<file path="config.mk">
export PLATFORM = sky130hd
export DESIGN_NAME = updown_counter_prog
export DESIGN_NICKNAME = d
export VERILOG_FILES = /design/src/rtl/counter_pkg.sv /design/src/rtl/counter_prescaler.sv /design/src/rtl/updown_counter_prog.sv
export SDC_FILE = /design/constraint.sdc
export NUM_CORES = 1
export LEC_CHECK = 0
export BUFFER_PORTS_ARGS = -buffer_cell sky130_fd_sc_hd__buf_2
export CAP_MARGIN = 25
export CORE_ASPECT_RATIO = 0.8
export CORE_MARGIN = 3
export CORE_UTILIZATION = 51
export DETAILED_ROUTE_END_ITERATION = 16
export HOLD_SLACK_MARGIN = 0.03
export PLACE_DENSITY = 0.78
export SLEW_MARGIN = 10
export SYNTH_ARGS = -nofsm -noshare
export SYNTH_HDL_FRONTEND = slang
export SYNTH_SLANG_ARGS = --single-unit
export TNS_END_PERCENT = 50
</file>
<file path="constraint.sdc">
create_clock -name clk -period 2.1 [get_ports clk]
set_input_delay 0.105 -clock clk [delete_from_list [all_inputs] [get_ports clk]]
set_output_delay 0.105 -clock clk [all_outputs]
set_load 0.02 [all_outputs]
</file>
<file path="src/rtl/counter_pkg.sv">
// counter_pkg: shared mode encoding and default sizes for the counter family
package counter_pkg;
  typedef enum logic [1:0] {MODE_WRAP, MODE_SAT, MODE_ONESHOT, MODE_RSVD} count_mode_t;
  localparam int DEF_WIDTH = 4;
  localparam int DEF_PRESCALE_W = 4;
endpackage

</file>
<file path="src/rtl/counter_prescaler.sv">
// counter_prescaler: emits one tick every prescale+1 enabled cycles
module counter_prescaler
  import counter_pkg::*;
#(
  parameter int PRESCALE_W = DEF_PRESCALE_W
) (
  input  logic                  clk,
  input  logic                  reset,
  input  logic                  enable,
  input  logic                  clear,
  input  logic [PRESCALE_W-1:0] prescale,
  output logic                  tick
);
  logic [PRESCALE_W-1:0] cnt;
  // >= lets a lowered divisor fire at once instead of running the counter around
  assign tick = enable && cnt >= prescale;
  // divider state; holds while disabled, restarts on reset or load
  always_ff @(posedge clk)
    if (!reset || clear) cnt <= '0;
    else if (enable) cnt <= tick ? '0 : cnt + 1'b1;
endmodule

</file>
<file path="src/rtl/updown_counter_prog.sv">
// updown_counter_prog: prescaled up/down counter with wrap, saturate and one-shot end modes
module updown_counter_prog
  import counter_pkg::*;
#(
  parameter int WIDTH      = DEF_WIDTH,
  parameter int PRESCALE_W = DEF_PRESCALE_W
) (
  input  logic                  clk,
  input  logic                  reset,
  input  logic                  enable,
  input  logic                  up_down,
  input  logic [1:0]            mode,
  input  logic [WIDTH-1:0]      limit,
  input  logic [PRESCALE_W-1:0] prescale,
  input  logic                  load,
  input  logic [WIDTH-1:0]      load_value,
  output logic [WIDTH-1:0]      count,
  output logic                  pulse,
  output logic                  done
);
  logic             tick, at_end, pulse_n, done_n;
  logic [WIDTH-1:0] step, count_n;
  count_mode_t      m;
  assign m = count_mode_t'(mode);
  counter_prescaler #(.PRESCALE_W(PRESCALE_W)) u_pre (
    .clk(clk), .reset(reset), .enable(enable), .clear(load), .prescale(prescale), .tick(tick)
  );
  // next count/flags; load beats a tick, a finished one-shot ignores ticks
  always_comb begin
    step    = up_down ? count + 1'b1 : count - 1'b1;
    at_end  = up_down ? count >= limit : count == '0;
    count_n = count;
    pulse_n = 1'b0;
    done_n  = done;
    if (load) begin
      count_n = load_value;
      done_n  = 1'b0;
    end else if (tick && !(m == MODE_ONESHOT && done)) begin
      if (!at_end) begin
        count_n = step;
        done_n  = m == MODE_SAT ? 1'b0 : done;
      end else if (m == MODE_SAT) begin
        pulse_n = !done;
        done_n  = 1'b1;
      end else if (m == MODE_ONESHOT) begin
        pulse_n = 1'b1;
        done_n  = 1'b1;
      end else begin
        count_n = up_down ? '0 : limit;
        pulse_n = 1'b1;
      end
    end
  end
  // output registers
  always_ff @(posedge clk)
    if (!reset) begin
      count <= '0;
      pulse <= 1'b0;
      done  <= 1'b0;
    end else begin
      count <= count_n;
      pulse <= pulse_n;
      done  <= done_n;
    end
endmodule

</file>
==> run metrics, run 1 <==
final WL=2300 um; post-layout min period=1.90 ns; Vias=910; final worst path period share=90.7%; Worst slew margin=63.4%; Port Buffers=24; CP arrival=2.06 ns; cells after synthesis=105; number of CTS-inserted buffers=3; Logic pwr share=34.6%; pwr dens=479 nW/um^2; CP Launch Type=flip-flop; sequential fraction of design power=40.1%; Setup CP Type=flip-flop to flip-flop; Mapped Nets=138; part of the power in the clock network=25.3%; critical path endpoint category=flip-flop; Final HPWL DP=1910 um; CP required=2.26 ns; initial antenna violation count=0; Setup TNS=0 ns; FFs w/ async S/R, synth=0%; via/cell ratio=5.91; worst-path cell chain=ha_1 -> o211ai_1 -> o211ai_2 -> a2bb2oi_1 -> nand3_2 -> a31o_1; clock root cell=clkbuf_4; synth cell count leaders=inv_1, ha_1, dfxtp_1; max-cap viol count=0; pin slew with the least headroom to its limit=0.547 ns; Switch Pwr=178 uW; GRT Total Usage=22.9%; clk_skew=0.00849 ns; Buffers & Inverters on Critical Path=0; Clock Latency Late Sink=0.27 ns; top-count cell post-synth=inv_1; Max stage delay on crit path=0.41 ns; # fillers=153; largest net degree at the start of global routing=9; Avg Inst Size Synth=8.76 sq um; synthesis-to-layout area growth=19.0%; clk sinks=10; Slew Viols, Final=0; CTS resizes=0; Synth area leader=dfxtp_1; Top delay family on crit path=compound AO/OA/AOI/OAI gates; internal power=346 uW; die footprint=2350 sq um; Placed Cells=151; Tightest Hold Check Type=input port to flip-flop; setup slack after layout=0.196 ns; synth unique cells=39; drt wl/cell=14.9 um; Die Y=44.0 um; CTS clk-pin slew, worst paths=0.07 ns; CTS H-tree depth=1; register bit total from synthesis=10; crit path max fanout=7; CTS tree=built; 1st-pass router iterations=4; share of the synthesized area in the top cell type=21.8%; leak pwr=0.561 nW; global-route wire length before repair=3910 um; Top FF cell, synth=dfxtp_1; clock tree buffer depth=2; diode count=0; antenna-violating nets left=0; Power Total=524 uW; final hold viol count=0; Final #Nets=167; Rows=13; Residual DRC=0; IO Pins=25; number of DRC markers in iteration 0=22; Overflow after GRT=0; post-CTS setup buffers=0; initial core utilization=55.4%; RSZ-0062 raised after global routing=no; Worst path slowest cell=dfxtp_1; Net Sw Frac=34.0%; GPL Wtd Cong=0.939; Synth area leaders=dfxtp_1, ha_1, inv_1, mux2i_1, a21oi_1; Yosys Warn Count=0; core region area=1660 sq um; ratio of cells with drive above 1 in the final layout=26.5%; status=completed; Post-CTS Hold Buffers=0; Post-synth EDFFs=0; sequential share of the synthesized area=21.8%; post-place setup slack=0.148 ns; fmax=0.525 GHz; Max rail drop VDD=0.289 mV; vias in the first global route=828; Setup violations, final=0; Post-Layout Cell Count=154; die span in x=53.5 um; synthesized cell area=920 sq um
worst register-to-register path, cell delays in order (launching register included):
cell and delay (ns):
dfxtp_1 0.41, ha_1 0.35, o211ai_1 0.13, o211ai_2 0.33
a2bb2oi_1 0.27, nand3_2 0.09, a31o_1 0.21
stage by stage:
step	hold WS, ns	utilization (%)	area, sq um
global placement	0.346	64.6	1070
detailed placement	0.357	64.6	1070
CTS	0.0759	65.9	1090
finish	0.0705	66.0	1090
floorplan	0.237	-	920
global route	0.0605	66.0	1090
path summary, 6_finish.rpt:
check                           slack, ns  cells after the start                     to                   from
worst max-delay path                 0.20                      6  count[2]$_SDFFE_PN0P_  count[3]$_SDFFE_PN0P_
worst min-delay path                 0.07                      3  count[1]$_SDFFE_PN0P_          load_value[1]
worst max register to register       0.20                      6  count[2]$_SDFFE_PN0P_  count[3]$_SDFFE_PN0P_
worst min register to register       0.53                      2      done$_SDFFE_PP0P_      done$_SDFFE_PP0P_
power by group through the flow:
stage / Clock (mW) / Combinational (mW) / Sequential [mW]
final: 0.132 / 0.181 / 0.210
after global routing: 0.151 / 0.203 / 0.212
after CTS: 0.136 / 0.180 / 0.210
after detailed placement: 0 / 0.179 / 0.214
after global placement: 0 / 0.174 / 0.213
after floorplan: 0 / 0.117 / 0.220
state kept, by name (all words and copies together), names as in the netlist:
signal	count
count	4
u_pre.cnt	4
done	1
pulse	1
layout make-up:
cell class                 instances  area [sq um]  share of cell area [%]
sequential                        10           201                    18.4
tap                               22          27.5                    2.51
multi-input combinational         80           663                    60.6
timing repair buffer              25           128                    11.7
inverter                          14          52.6                    4.80
clock buffer                       3          22.5                    2.06
layer usage:
| layer | wire (um) | share of wire, % | global-route usage (%) |
|---|---|---|---|
| met5 | 0 | 0 | 0 |
| met4 | 14 | 0.61 | 4.59 |
| met3 | 171 | 7.4 | 7.90 |
| met2 | 1020 | 44 | 32.5 |
| met1 | 1090 | 47 | 33.2 |
cell usage in the layout (no fill, tap or decap), types with 2 or more instances in the layout:
cell	count
o21ai_0	2
nand3_1	3
ha_1	13
o21ai_1	2
dfxtp_1	9
mux2i_1	4
nand2_1	4
a21oi_1	7
o211a_1	2
xor2_1	2
a21o_1	2
o41ai_1	2
o31ai_1	3
nor2_1	6
xnor2_1	2
nor2b_1	3
o211ai_1	3
clkbuf_4	3
buf_2	24
inv_1	14
logic make-up (layout without fill, tap and decap cells):
group           after synthesis  after routing  share of synthesized area (%)
buf+inv                      15             42                           6.12
simple gates                 26             26                           18.8
mux                           4              4                           4.35
fa+ha+maj                    14             14                           19.9
compound gates               32             32                           25.3
flops                        10             10                           21.8
xor+xnor                      4              4                           3.81
No activity file was read; power rests on OpenSTA's default activity.
==> inputs of run 2 (changes only) <==
Settings changed: CELL_PAD_IN_SITES_DETAIL_PLACEMENT set to 1, CELL_PAD_IN_SITES_GLOBAL_PLACEMENT set to 2, CORE_UTILIZATION 51 to 30, PLACE_DENSITY 0.78 to not set, PLACE_DENSITY_LB_ADDON set to 0.1.
==> run metrics, run 2 (synthesis results as in run 1) <==
worst hold margin=0.101 ns (+0.0302 ns); initial antenna violation count=0 (unchanged); Clock Latency Late Sink=0.23 ns (-0.04 ns); clock root cell=clkbuf_8; Buffers & Inverters on Critical Path=0 (unchanged); Regs by FF count=count: 4 flops, u_pre.cnt: 4 flops; CTS H-tree depth=1 (unchanged); 1st-pass router iterations=4 (unchanged); RSZ-0062 raised after global routing=no; Setup violations, final=0 (unchanged); Post-Layout Cell Count=172 (+12%); clock tree buffer depth=2 (unchanged); via/cell ratio=5.10 (-14%); Tightest Hold Check Type=input port to flip-flop; Final #Nets=169 (+1.2%); max-cap viol count=0 (unchanged); GRT Total Usage=14.6% (-8.3 points); CP Launch Type=flip-flop; synthesis-to-layout area growth=24.8%; Max stage delay on crit path=0.53 ns (+0.12 ns); largest net degree at the start of global routing=9 (unchanged); final worst path period share=91.5% (+0.80 points); commonest non-fill, non-tap cells in the layout=buf_2, inv_1, ha_1; die footprint=3770 sq um (+60%); status=completed; drt wl/cell=14.5 um (-2.9%); die span in x=67.9 um (+27%); most common cell after layout, fill and taps aside=buf_2; fmax=0.521 GHz (-0.87%); final WL=2490 um (+8.4%); clk sinks=10 (unchanged); CP required=2.21 ns (-0.05 ns); Residual DRC=0 (unchanged); crit path max fanout=8 (+1); Rows=17 (+4); Setup TNS=0 ns (unchanged); critical path endpoint category=flip-flop; Die Y=55.5 um (+26%); area of the multi-input gates=663 sq um (unchanged); CTS resizes=0 (unchanged); IO Pins=25 (unchanged); Overflow after GRT=0 (unchanged); pin slew with the least headroom to its limit=0.570 ns (+0.0227 ns); leak pwr=0.579 nW (+3.2%); Final HPWL DP=2100 um (+10%); Vias=878 (-3.5%); GPL Wtd Cong=0.751 (-20%); number of DRC markers in iteration 0=39 (+77%); worst-path cell chain=ha_1 -> o211ai_1 -> o211a_1 -> nor2_1 -> o31ai_1 -> a31oi_1; Post-CTS Hold Buffers=0 (unchanged); core region area=2850 sq um (+72%); CTS tree=built; Top delay family on crit path=compound AO/OA/AOI/OAI gates; CTS clk-pin slew, worst paths=0.05 ns (-0.02 ns); global-route wire length before repair=4190 um (+7.1%); post-layout min period=1.92 ns (+0.0168 ns); Placed Cells=169 (+12%); vias in the first global route=892 (+7.7%); antenna-violating nets left=0 (unchanged); post-CTS setup buffers=0 (unchanged); Worst path slowest cell=dfxtp_1; final hold viol count=0 (unchanged); diode count=0 (unchanged); Max rail drop VDD=0.243 mV (-16%); CP arrival=2.03 ns (-0.03 ns); clk_skew=0.00287 ns (-0.00562 ns); register area=200 sq um (-0.62%); ratio of cells with drive above 1 in the final layout=26.9% (+0.35 points); Slew Viols, Final=0 (unchanged); # fillers=360 (+140%); initial core utilization=32.3% (-23 points); number of CTS-inserted buffers=3 (unchanged); pwr dens=518 nW/um^2 (+8.2%); Port Buffers=24 (unchanged); Setup CP Type=flip-flop to flip-flop; Worst slew margin=61.9% (-1.5 points)
==> run 2: cell count changes in the layout (fill, tap and decap cells not counted) <==
cell / before / now
clkbuf_4: 3 / 0
clkbuf_8: 0 / 3
buf_4: 1 / 3
dfxtp_1: 9 / 10
dfxtp_2: 1 / 0
==> run 2: tightest hold or removal path, delay by kind of cell <==
kind	cells	cell delay [ns]
simple gates	1	0.06
compound gates	1	0.06
buf+inv	1	0.07
==> run 2: worst paths after layout <==
check / from / to / slack [ns] / cells past startpoint
worst max-delay path: count[1]$_SDFFE_PN0P_ / count[3]$_SDFFE_PN0P_ / 0.18 / 6
worst min-delay path: load_value[1] / count[1]$_SDFFE_PN0P_ / 0.10 / 3
worst max register to register: count[1]$_SDFFE_PN0P_ / count[3]$_SDFFE_PN0P_ / 0.18 / 6
worst min register to register: u_pre.cnt[3]$_SDFFE_PP0P_ / u_pre.cnt[3]$_SDFFE_PP0P_ / 0.53 / 2
==> run 2: through the flow <==
step / worst slack (ns) / power (mW) / instance area, sq um / util (%)
after floorplan: 0.172 / 0.337 / 920 / -
after CTS: 0.170 / 0.604 / 1150 / 40.3
final: 0.179 / 0.595 / 1150 / 40.3
after detailed placement: 0.190 / 0.401 / 1110 / 38.8
after global routing: 0.0181 / 0.635 / 1150 / 40.3
after global placement: 0.159 / 0.401 / 1110 / 38.8
==> run 2: layout make-up <==
type	instances	share of cell area, %
Inverter	14	4.58
Multi-Input combinational cell	80	57.8
Tap cell	38	4.14
Sequential cell	10	17.4
Timing Repair Buffer	27	12.4
Clock buffer	3	3.60
==> run 2: where the power goes <==
group	internal (mW)	switching, mW	leakage [nW]	total, mW
clock network	0.125	0.0720	0.0216	0.197
registers	0.197	0.0104	0.0816	0.208
logic	0.0863	0.103	0.476	0.190
total	0.409	0.186	0.579	0.595
==> run 2: per-layer routing <==
layer | track usage, % | up-vias | routed length, um | share of wire [%]
met3 | 4.67 | 2 | 132 | 5.3
met4 | 3.40 | 0 | 12 | 0.48
li1 | - | 450 | - | -
met2 | 18.2 | 18 | 926 | 37
met5 | 0 | - | 0 | 0
met1 | 23.6 | 408 | 1420 | 57
==> inputs of run 3 (changes only) <==
Settings changed: ABC_CLOCK_PERIOD_IN_PS set to 2100, CTS_CLUSTER_DIAMETER set to 150, PLACE_DENSITY set to 0.87, PLACE_DENSITY_LB_ADDON 0.1 to not set.
==> run metrics, run 3 (synthesis results as in run 1) <==
status=completed; Tightest Hold Check Type=input port to flip-flop; worst-path cell chain=ha_1 -> o211ai_1 -> o211ai_2 -> a2bb2oi_1 -> nand3_2 -> a31o_1; 1st-pass router iterations=4 (unchanged); via/cell ratio=5.40 (+5.8%); Final #Nets=168 (-0.59%); internal power=449 uW (+9.8%); global-route wire length before repair=4420 um (+5.4%); GR Util met3=3.66% (-1.0 points); pin slew with the least headroom to its limit=0.550 ns (-0.0193 ns); Post-Layout Cell Count=172 (unchanged); CP arrival=2.04 ns (about the same); core region area=2850 sq um (unchanged); Net Sw Frac=30.6% (-0.68 points); post-CTS setup buffers=0 (unchanged); Switch Pwr=198 uW (+6.3%); leak pwr=0.584 nW (+0.81%); commonest non-fill, non-tap cells in the layout=buf_2, inv_1, ha_1; Slew Viols, Final=0 (unchanged); RSZ-0062 raised after global routing=no; post-layout min period=1.91 ns (-0.0144 ns); diode count=0 (unchanged); Logic pwr share=29.2% (-2.7 points); synthesis-to-layout area growth=26.1%; fmax=0.524 GHz (+0.76%); antenna-violating nets left=0 (unchanged); Max rail drop VDD=0.267 mV (+9.9%); die footprint=3770 sq um (unchanged); Setup CP Type=flip-flop to flip-flop; Setup violations, final=0 (unchanged); number of CTS-inserted buffers=3 (unchanged); global route hottest layer=met2; Die Y=55.5 um (unchanged); Placed Cells=168 (-0.59%); Residual DRC=0 (unchanged); IO Pins=25 (unchanged); final hold viol count=0 (unchanged); Worst slew margin=63.1% (+1.3 points); Port Buffers=24 (unchanged); Clock Latency Late Sink=0.24 ns (about the same); part of the power in the clock network=38.3% (+5.1 points); Max stage delay on crit path=0.40 ns (-0.13 ns); pwr dens=557 nW/um^2 (+7.5%); CTS H-tree depth=1 (unchanged); Final HPWL DP=2110 um (+0.38%); Rows=17 (unchanged); # fillers=362 (+0.56%); clk sinks=10 (unchanged); max-cap viol count=0 (unchanged); vias in the first global route=946 (+6.1%); met1 usage in global routing=21.3% (-2.3 points); initial core utilization=32.3% (unchanged); largest net degree at the start of global routing=9 (unchanged); number of DRC markers in iteration 0=34 (-13%); final WL=2610 um (+4.7%); CP Launch Type=flip-flop; clock tree buffer depth=2 (unchanged); Overflow after GRT=0 (unchanged); met2 usage=22.3% (+4.2 points); Regs by FF count=count: 4 flops, u_pre.cnt: 4 flops; Top delay family on crit path=compound AO/OA/AOI/OAI gates; sequential fraction of design power=32.5% (-2.4 points); Worst path slowest cell=dfxtp_1; register area=201 sq um (+0.62%); Post-CTS Hold Buffers=0 (unchanged); CTS resizes=0 (unchanged); area of the multi-input gates=668 sq um (+0.75%); Buffers & Inverters on Critical Path=0 (unchanged); final worst path period share=90.8% (-0.69 points); clock root cell=clkbuf_8; die span in x=67.9 um (unchanged); most common cell after layout, fill and taps aside=buf_2; CP required=2.23 ns (+0.02 ns); CTS tree=built; GRT Total Usage=15.2% (+0.52 points); critical path endpoint category=flip-flop; GPL Wtd Cong=0.764 (+1.8%); clk_skew=0.00103 ns (-0.00184 ns); ratio of cells with drive above 1 in the final layout=28.4% (+1.5 points); Vias=929 (+5.8%); drt wl/cell=15.2 um (+4.7%); Setup TNS=0 ns (unchanged); crit path max fanout=7 (-1); CTS clk-pin slew, worst paths=0.05 ns (about the same); initial antenna violation count=0 (unchanged)
run 3: final timing paths:
check / from / end / slack, ns / cells past startpoint
worst max-delay path: count[2]$_SDFFE_PN0P_ / count[2]$_SDFFE_PN0P_ / 0.19 / 6
worst min-delay path: load_value[1] / count[1]$_SDFFE_PN0P_ / 0.12 / 3
worst max register to register: count[2]$_SDFFE_PN0P_ / count[2]$_SDFFE_PN0P_ / 0.19 / 6
worst min register to register: done$_SDFFE_PP0P_ / done$_SDFFE_PP0P_ / 0.52 / 2
run 3: tightest hold or removal path, stage by stage:
cell     delay (ns)
buf_2          0.08
nand3_1        0.07
o31ai_1        0.06
run 3: per-layer routing:
layer	routed length [um]	vias to the layer above	share of wire [%]
li1	-	451	-
met4	51	0	2.0
met3	114	6	4.4
met1	1270	450	49
met5	0	-	0
met2	1170	22	45
run 3: power groups by stage:
stage / sequential [mW] / clock, mW / combinational, mW
2_1_floorplan: 0.220 / 0 / 0.117
3_3_place_gp: 0.213 / 0 / 0.180
3_5_place_dp: 0.214 / 0 / 0.185
4_1_cts: 0.210 / 0.251 / 0.188
5_1_grt: 0.211 / 0.271 / 0.211
6_report: 0.210 / 0.248 / 0.189
run 3: layout make-up:
cell class	instances	area share, %
multi-input cells	80	57.6
well taps	38	4.10
clock buffers	4	4.75
repair buffers	26	11.7
flip-flops and latches	10	17.4
inverters	14	4.53
run 3: per-stage QoR:
step	instance area [sq um]	total power, mW	utilization [%]	hold WS, ns	setup slack, ns
finish	1160	0.646	40.7	0.115	0.193
global route	1160	0.693	40.7	0.132	0.00336
CTS	1150	0.649	40.5	0.121	0.0861
detailed placement	1100	0.399	38.5	0.364	0.136
global placement	1100	0.393	38.5	0.347	0.145
floorplan	920	0.337	-	0.237	0.172
